File: config.mk
export PLATFORM = sky130hd
export DESIGN_NAME = combinational_fp_multiplier_seq
export DESIGN_NICKNAME = d
export VERILOG_FILES = /design/src/rtl/combinational_fp_multiplier_seq.sv
export SDC_FILE = /design/constraint.sdc
export NUM_CORES = 1
export LEC_CHECK = 0
export CAP_MARGIN = 20
export CORE_MARGIN = 5
export CORE_UTILIZATION = 42
export CTS_CLUSTER_SIZE = 30
export DETAILED_ROUTE_END_ITERATION = 7
export GPL_TIMING_DRIVEN = 0
export PLACE_DENSITY = 0.72
export SETUP_SLACK_MARGIN = 0.05
export SYNTH_ARGS = -nofsm -noshare
export SYNTH_HDL_FRONTEND = slang
export SYNTH_SLANG_ARGS = --single-unit
File: constraint.sdc
create_clock -name clk -period 10.89 [get_ports clk]
set_clock_uncertainty 0.1 [all_clocks]
set_input_delay 2.178 -clock clk [delete_from_list [all_inputs] [get_ports clk]]
set_output_delay 2.178 -clock clk [all_outputs]
set_load 0.005 [all_outputs]
File: src/rtl/combinational_fp_multiplier_seq.sv
// Sequential single-precision multiplier: shift-add significand product,
// one-cycle normalise, valid/ready handshake on both sides.
module combinational_fp_multiplier_seq (
    input  logic        clk,
    input  logic        rst_n,
    input  logic [31:0] input_a,
    input  logic [31:0] input_b,
    input  logic        in_valid,
    output logic        in_ready,
    output logic [31:0] output_z,
    output logic        out_valid,
    input  logic        out_ready
);

    typedef enum logic [1:0] {IDLE, MULT, NORM, DONE} state_t;

    state_t      state;
    state_t      state_nxt;
    logic [31:0] a_q;
    logic [31:0] b_q;
    logic [47:0] acc;
    logic [4:0]  cnt;
    logic [31:0] z_q;

    logic [23:0] a_sig;
    logic [23:0] b_sig;
    logic [47:0] pp;
    logic        sign_z;
    logic [7:0]  exp_z;
    logic [22:0] mant_z;
    logic [31:0] z_nxt;

    always_ff @(posedge clk or negedge rst_n) begin
        if (!rst_n) state <= IDLE;
        else        state <= state_nxt;
    end

    always_comb begin
        state_nxt = state;
        unique case (state)
            IDLE: if (in_valid) state_nxt = MULT;
            MULT: if (cnt == 5'd23) state_nxt = NORM;
            NORM: state_nxt = DONE;
            DONE: if (out_ready) state_nxt = IDLE;
            default: state_nxt = IDLE;
        endcase
    end

    assign in_ready  = (state == IDLE);
    assign out_valid = (state == DONE);
    assign output_z  = z_q;

    assign a_sig = {1'b1, a_q[22:0]};
    assign b_sig = {1'b1, b_q[22:0]};
    assign pp    = {24'b0, a_sig} << cnt;

    // Exponent wraps modulo 256: the low byte of the 10-bit sum.
    assign sign_z = a_q[31] ^ b_q[31];
    assign exp_z  = a_q[30:23] + b_q[30:23] - 8'd127 + {7'b0, acc[47]};
    assign mant_z = acc[47] ? acc[46:24] : acc[45:23];

    always_comb begin
        z_nxt = {sign_z, exp_z, mant_z};
        if (a_q[30:23] == 8'd0 || b_q[30:23] == 8'd0)
            z_nxt = {sign_z, 31'b0};
    end

    always_ff @(posedge clk or negedge rst_n) begin
        if (!rst_n) begin
            a_q <= 32'b0;
            b_q <= 32'b0;
            acc <= 48'b0;
            cnt <= 5'b0;
            z_q <= 32'b0;
        end else begin
            unique case (state)
                IDLE: begin
                    if (in_valid) begin
                        a_q <= input_a;
                        b_q <= input_b;
                        acc <= 48'b0;
                        cnt <= 5'b0;
                    end
                end
                MULT: begin
                    if (b_sig[cnt]) acc <= acc + pp;
                    if (cnt != 5'd23) cnt <= cnt + 5'd1;
                end
                NORM: z_q <= z_nxt;
                default: ;
            endcase
        end
    end

endmodule

# [After elaboration in Yosys (flattened, before gate mapping)]
# Cells that the tools add are included.
[totals] register_bits=151 output_inout_bits=34 input_bits=68 wordCells=47
[op_classes] bitwise_logic=1 n_eq_ne=10 n_shift=1 addsub=5 muxes=14 n_lt_le_gt_ge=1 reduce_logical=9
[ops] op="$mux 48" count=2
[ops] op="$pmux 48 s2" count=1
[ops] op="$add 48x48->48" count=1
[ops] op="$shl 24x5->48" count=1
[ops] op="$mux 31" count=1
[ops] op="$mux 23" count=1
[ops] op="$logic_not 8->1" count=2
[ops] op="$mux 5" count=2
[ops] op="$pmux 5 s2" count=1
[ops] op="$reduce_and 3->1" count=3
[ops] op="$add 8x1->8" count=1
[ops] op="$add 8x8->8" count=1
[ops] op="$ne 2x2->1 const B" count=4
[ops] op="$pmux 2 s4" count=1
[ops] op="$sub 8x7->8 const B" count=1
[ops] op="$lt 5x6->1 const B" count=1
[ops] op="$mux 2" count=3
[ops] op="$add 5x1->5 const B" count=1
[ops] op="$bmux 1 s5" count=1
[ops] op="$eq 5x5->1 const B" count=1
[ops] op="$ne 5x5->1 const B" count=1
[ops] op="$eq 2x2->1 const B" count=2
[ops] op="$eq 2x1->1 const B" count=1
[ops] op="$logic_not 2->1" count=1
[ops] op="other kinds (6)" count=6

# [Longest topological paths before layout]
# Gate-level depths: netlist (run 1).
[depth] depth_word=4 mapped_depth=23

# [Worst setup path after synthesis (run 1)]
# Ideal clock, no wire load.
[synth_timing] path_type="reg-to-reg" start="register cnt[0]" end="register acc[46]" required_time_ps=10652 path_stages_with_launch=22 setup_slack_ps=6225 arrival_time_ps=4427 setup_time_ps=138 cell_sequence="dfrtp_1 -> buf_2 -> buf_2 -> buf_1 -> mux2_2 -> o21ai_0 -> nor2_1 -> a21oi_1 -> o21ai_0 -> nor2_1 -> a21oi_1 -> ha_1 -> clkbuf_1 -> a21o_1 -> a21o_1 -> or3b_1 -> or3_1 -> a21oi_2 -> o21ai_2 -> a311o_1 -> nand4b_1 -> o211ai_1"
[synth_via] elab_chain_len=4
[synth_lines] item="start, declared" line="22" source="logic [4:0] cnt;"
[synth_lines] item="start signal, assigned" line="87" source="if (cnt != 5'd23) cnt <= cnt + 5'd1;"
[synth_lines] item="$shl 24x5->48 / $bmux 1 s5 (equally long branches)" line="55, 86"
[synth_lines] item="$add 48x48->48 / $mux 1 (equally long branches)" line="86" source="if (b_sig[cnt]) acc <= acc + pp;"
[synth_lines] item="$mux 48 / $ne 2x2->1 (equally long branches)"
[synth_lines] item="$pmux 48 s2 / $reduce_and 3->1 (equally long branches)"
[synth_lines] item="end signal, assigned" line="86"
[synth_lines] item="end, declared" line="21" source="logic [47:0] acc;"
# Parallel ways exist; a longest one is shown, timed or not. The select of a mux whose other input is x is not followed.
# A chain may end at the register's enable or synchronous reset.

# [Worst setup path in the final report (run 1)]
[layout_timing] start="register cnt[0]" end="register acc[47]"
# The elaborated chain is that of the path after synthesis.

==> flow_summary_export.csv, run 1 <==
group,metric,value,unit
cells_and_area,drive_gt1_frac,0.121,
floorplanning,die-area,28600,µm²
run_status,outcome,"complete, no violations",
setup_path,cp_cell_sequence,"buf_2 > buf_2 > buf_1 > buf_2 > a211oi_1 > a21oi_1 > mux2i_1 > mux2_2 > mux2i_1 > ha_1 > clkbuf_1 > a21oi_1 > o21ai_0 > nor2_1 > a41oi_2 > a31oi_1 > o21ai_1 > o221ai_1 > xor2_1 > mux2i_1 > o21ai_1",
timing,min_period_over_period,0.536,
synth,yosysWarningCount,0,
setup_path,endpoint_kind,"register",
clock_network,clock_sinks,151,
floorplanning,die_w,169,µm
place,hpwl,22.0,mm
synth,syn-instance-count,1114,
min_path,min-delay-start,"acc[6]",
floorplanning,initial_core_util,0.424,
min_path,hold_depth,2,
clock_network,ctsHoldBuffers,0,
drt,routed_wl,28.5,mm
cells_and_area,antenna_cells,0,
place,port_buffers,101,
timing,fmax,0.171,GHz
setup_path,arrival,6.01,ns
power,vdd_drop_max,138,µV
timing,relSlewSlack,0.433,
cells_and_area,finalNonFillerCells,1578,
cells_and_area,fin_area,12600,µm²
floorplanning,core,25000,µm²
timing,drv_slew,0,
cells_and_area,fin_util,0.505,
global_route,grt_max_degree,98,
clock_network,clockBufferDepth,2,
setup_path,r2r_start,"cnt[0]",
cells_and_area,final_common_cell,"dfrtp_1",
drt,drc,0,
clock_network,clkTransAtPathRegs,0.07,ns
setup_path,worst-setup-path-type,"register to register",
global_route,grt_first_pass_wirelength,46.6,mm
min_path,hp-class,"register to register",
synth,ys_types,65,
cells_and_area,fillers,2292,
floorplanning,io_pins,102,
synth,synthArstFlopShare,1.00,
synth,synthFlopType,"dfrtp_1",
global_route,grt-ovfl-total,0,
min_path,holdPathEnd,"acc[6]",
clock_network,ctsResizeCount,0,
global_route,grt_pass1_vias,8835,
power,power.leakage,5.52,nW
timing,setup_viol,0,
setup_path,crit_path_start,"cnt[0]",
timing,rsz0062_at_grt,"no",
power,powerDensity,366,nW/µm²
drt,drtIter0Drc,504,
timing,tightest_slew,0.851,ns
clock_network,numCtsBuffers,17,
drt,wl_per_cell,18.1,µm
synth,seq_area_frac_synth,0.356,
clock_network,ctsHtreeMaxLevel,4,
drt,vias,9036,
timing,setup-tns-final,0,ns
clock_network,root_buffer,"clkbuf_16",
drt,first_pass_iters,5,
global_route,antenna_found_initial,0,
setup_path,path_max_fanout,10,
setup_path,rr_endpoint,"acc[47]",
cells_and_area,area_growth,19.0,%
setup_path,critPathLaunchType,"register",
setup_path,required,11.07,ns
clock_network,post-cts-setup-buffers,0,
clock_network,insertion_delay,0.43,ns
synth,ys_ff_latch,151,
setup_path,path_delay_family,"compound AO/OA/AOI/OAI gates",
setup_path,r2r_setup_slack,5.06,ns
synth,synth.avg_cell_area,9.53,µm²
clock_network,cts_tree,"built",
cells_and_area,final_cell_mix,"dfrtp_1, clkdlybuf4s50_1, nand2_1",
place,gp_congestion,0.967,
synth,synth-edff-count,0,
run,drv_cap,0,
place,place_area,12100,µm²
synth,syn-cell-area,10600,µm²
drt,vias_per_cell,5.73,
setup_path,slowest_delay,0.47,ns
floorplanning,row_count,58,
drt,ant_nets,0,
synth,syn_nets,1251,
timing,finalCriticalPeriod,5.83,ns
place,dp.cells,1546,
setup_path,cp_slowest_cell,"buf_1",
setup_path,r2r_cells,21,
setup_path,path_buf_inv,5,
floorplanning,die_h,169,µm
cells_and_area,fin_nets,1372,
timing,hold_viol_final,0,
global_route,grt.total_usage,0.201,
[how the worst max path moves through the flow]
stage                   to  slack (ns)  cells after the start
6_report           acc[47]        5.06                     21
5_1_grt            acc[47]        4.68                     21
4_1_cts            acc[47]        5.16                     21
3_5_place_dp       acc[47]        5.20                     21
3_3_place_gp   output_z[3]        1.49                      1
2_1_floorplan      acc[46]        6.23                     21
[tightest hold or removal path, cell delays in order (launching register included)]
cell and delay (ns):
dfrtp_1 0.35, nand2_1 0.05, o31ai_1 0.06
[cell usage after synthesis (5+ instances only)]
master | count | area share
buf_2 | 10 | 0.0047
nor2_1 | 63 | 0.022
dfrtp_1 | 151 | 0.36
mux2i_1 | 55 | 0.052
or3_1 | 6 | 0.0035
buf_1 | 15 | 0.0053
inv_1 | 59 | 0.021
nand2_1 | 84 | 0.030
nor2b_1 | 13 | 0.0077
a31oi_1 | 10 | 0.0059
nand2b_1 | 5 | 0.0029
a21oi_1 | 75 | 0.035
mux2_2 | 77 | 0.082
xnor2_1 | 34 | 0.028
nand4_1 | 13 | 0.0077
clkbuf_1 | 47 | 0.017
o22ai_1 | 46 | 0.027
ha_1 | 67 | 0.079
o31ai_1 | 18 | 0.013
o21ai_0 | 49 | 0.023
mux4_2 | 13 | 0.028
nand3_1 | 15 | 0.0071
and3_1 | 10 | 0.0059
and2_1 | 7 | 0.0041
a22o_1 | 25 | 0.021
nor3_1 | 11 | 0.0052
xor2_1 | 18 | 0.015
o21bai_1 | 14 | 0.0099
a21o_1 | 36 | 0.025
a211oi_1 | 6 | 0.0042
[where the power goes]
group          internal, W  switching [W]  leakage [nW]
Sequential        0.000791       0.000165          1.93
Combinational      0.00126        0.00183          3.31
Clock             0.000309       0.000269         0.278
Total              0.00236        0.00227          5.52
[kinds of logic (layout without fill, tap and decap cells)]
| logic type | count (synthesis) | after routing | share of synthesized area |
|---|---|---|---|
| buffers and inverters | 135 | 269 | 0.0490 |
| XOR/XNOR | 52 | 52 | 0.0429 |
| flip-flops | 151 | 151 | 0.356 |
| adder cells (fa/ha/maj) | 69 | 69 | 0.0827 |
| AND/OR/NAND/NOR | 239 | 239 | 0.105 |
| multiplexers | 145 | 145 | 0.161 |
| AO/OA/AOI/OAI | 323 | 323 | 0.203 |
[final cells by class]
| type | count | area [µm²] | area share |
|---|---|---|---|
| clock buffers | 18 | 439 | 0.0348 |
| multi-input cells | 828 | 6320 | 0.500 |
| well taps | 330 | 413 | 0.0327 |
| plain buffers | 73 | 288 | 0.0228 |
| flip-flops and latches | 151 | 3780 | 0.299 |
| clock inverters | 14 | 129 | 0.0102 |
| repair buffers | 102 | 1040 | 0.0823 |
| inverters | 62 | 233 | 0.0184 |
[routing by layer]
metal	part of all wire	vias up	wire [µm]	track usage
li1	-	4312	-	-
met1	0.45	4394	13000	0.279
met2	0.46	284	13200	0.326
met3	0.062	46	1780	0.0297
met4	0.022	0	622	0.0630
met5	0	-	0	0
[stage by stage]
stage | hold WS [ns] | setup slack [ns] | total power [W]
floorplan | 0.355 | 6.23 | 0.00318
global placement | 0.368 | 1.49 | 0.00397
detailed placement | 0.373 | 5.20 | 0.00402
CTS | 0.387 | 5.16 | 0.00461
global route | 0.409 | 4.68 | 0.00501
finish | 0.391 | 5.06 | 0.00463
[state kept, by name, summed over array words and instances, names as in the netlist]
name,count
cnt,5
b_q,32
state,2
a_q,32
acc,48
output_z,32
No activity file was read; power rests on OpenSTA's default activity.
==> run 2, diff against run 1 <==
Clock period 10.89 ns to 5.8 ns, I/O delays scaled along.
==> flow_summary_export.csv, run 2 (same netlist as run 1, synthesis figures left out) <==
group,metric,value,unit
floorplanning,io_pins,102,
cells_and_area,largest_reg_flops,48,
cells_and_area,drive_gt1_frac,0.124,
timing,hold_ws,0.391,ns
cells_and_area,fillers,2289,
power,finalPower,0.00870,W
min_path,hp-class,"register to register",
cells_and_area,fin_nets,1372,
timing,rsz0062_at_grt,"yes",
global_route,grt_max_degree,98,
clock_network,clockBufferDepth,2,
clock_network,ctsHtreeMaxLevel,4,
cells_and_area,final_cell_mix,"dfrtp_1, clkdlybuf4s50_1, nand2_1",
setup_path,path_buf_inv,5,
clock_network,root_buffer,"clkbuf_16",
timing,tightest_slew,0.832,ns
drt,vias,9013,
cells_and_area,area_growth,19.2,%
clock_network,cts_tree,"built",
setup_path,slowest_delay,0.40,ns
timing,drv_slew,0,
setup_path,cp_cell_sequence,"buf_2 > clkbuf_4 > clkbuf_2 > buf_2 > a21oi_1 > a31oi_1 > a21oi_1 > o21ai_0 > nor2_1 > a21oi_1 > ha_1 > clkbuf_1 > a21o_1 > a21o_1 > or3b_1 > or3_1 > a21oi_2 > o21ai_2 > a311o_1 > nand4b_1 > o211ai_1",
timing,hold_viol_final,0,
clock_network,insertion_delay,0.43,ns
clock_network,clock_sinks,151,
setup_path,critPathLaunchType,"register",
global_route,grt_pass1_vias,8835,
floorplanning,die-area,28600,µm²
place,hpwl,22.0,mm
timing,min_period_over_period,0.942,
setup_path,arrival,5.68,ns
cells_and_area,final_common_cell,"dfrtp_1",
floorplanning,row_count,58,
global_route,grt.total_usage,0.201,
drt,routed_wl,28.5,mm
drt,wl_per_cell,18.0,µm
cells_and_area,regMostFlops,"acc",
drt,first_pass_iters,5,
drt,ant_nets,0,
timing,fmax,0.183,GHz
drt,drtIter0Drc,503,
place,gp_congestion,0.967,
power,power.leakage,5.53,nW
power,vdd_drop_max,259,µV
clock_network,numCtsBuffers,17,
cells_and_area,antenna_cells,0,
drt,vias_per_cell,5.71,
timing,relSlewSlack,0.445,
floorplanning,initial_core_util,0.424,
drt,drc,0,
power,powerDensity,688,nW/µm²
floorplanning,die_w,169,µm
global_route,antenna_found_initial,0,
global_route,grt_first_pass_wirelength,46.6,mm
timing,finalCriticalPeriod,5.47,ns
run,drv_cap,0,
timing,setup-tns-final,0,ns
setup_path,required,6.01,ns
setup_path,cpMostUsedCell,"a21oi_1",
global_route,grt-ovfl-total,0,
cells_and_area,fin_util,0.505,
setup_path,path_delay_family,"compound AO/OA/AOI/OAI gates",
setup_path,worst-setup-path-type,"register to register",
floorplanning,die_h,169,µm
setup_path,cp_slowest_cell,"a311o_1",
run_status,outcome,"complete, no violations",
timing,setup_viol,0,
place,port_buffers,101,
setup_path,path_max_fanout,10,
clock_network,clkTransAtPathRegs,0.08,ns
setup_path,endpoint_kind,"register",
floorplanning,core,25000,µm²
[run 2: cell count changes in the layout (fill, tap and decap cells not counted), moves of 2 or more]
cell / change
buf_1: -2
buf_2: -2
clkbuf_2: +2
clkbuf_4: +2
o21ai_0: -2
o21ai_1: +2
[run 2: cell type report]
cell class                 count  area (µm²)  area share
sequential                   151        3780       0.299
tap                          330         413      0.0326
multi-input combinational    828        6330       0.500
inverter                      62         233      0.0184
clock inverter                14         129      0.0102
buffer                        73         295      0.0233
clock buffer                  18         439      0.0347
timing repair buffer         102        1040      0.0822
[run 2: worst paths after layout]
kind	from	to	slack, ns	cells past startpoint
hold reg to reg	acc[6]	acc[6]	0.39	2
setup reg to reg	cnt[0]	acc[46]	0.33	21
max in group asynchronous	rst_n	output_z[10]	4.15	2
hold / removal	acc[6]	acc[6]	0.39	2
min in group asynchronous	rst_n	b_q[20]	0.57	1
setup / recovery	cnt[0]	acc[46]	0.33	21
[run 2: worst reg2reg max path: stages, from the launching register on]
cell      delay, ns
dfrtp_1        0.35
buf_2          0.28
clkbuf_4       0.28
clkbuf_2       0.29
buf_2          0.28
a21oi_1        0.06
a31oi_1        0.35
a21oi_1        0.20
o21ai_0        0.29
nor2_1         0.07
a21oi_1        0.24
ha_1           0.28
clkbuf_1       0.19
a21o_1         0.19
a21o_1         0.18
or3b_1         0.36
or3_1          0.37
a21oi_2        0.24
o21ai_2        0.14
a311o_1        0.40
nand4b_1       0.11
o211ai_1       0.09
[run 2: routing by layer]
layer | wire length (µm) | GRT usage
met1 | 13000 | 0.279
met2 | 13200 | 0.326
met3 | 1680 | 0.0297
met4 | 631 | 0.0630
met5 | 0 | 0
[run 2: stage by stage]
| stage | setup slack, ns | area, µm² | cells |
|---|---|---|---|
| finish | 0.334 | 12700 | 1578 |
| global route | 0.0162 | 12700 | 1578 |
| CTS | 0.0653 | 12600 | 1578 |
| detailed placement | 0.110 | 12100 | 1546 |
| global placement | -2.59 | 12000 | 1545 |
| floorplan | 1.14 | 10600 | 1114 |
[run 2: repair_timing]
item,4_1_cts,5_1_grt
buffers inserted,0,0
hold buffers,0,0
gates resized for setup,0,8
endpoints found under the setup margin,0,10
[run 2: where the power goes]
part / switching, W / total (W) / internal [W]
clock: 0.000507 / 0.00109 / 0.000580
combinational: 0.00344 / 0.00582 / 0.00238
sequential: 0.000309 / 0.00179 / 0.00149
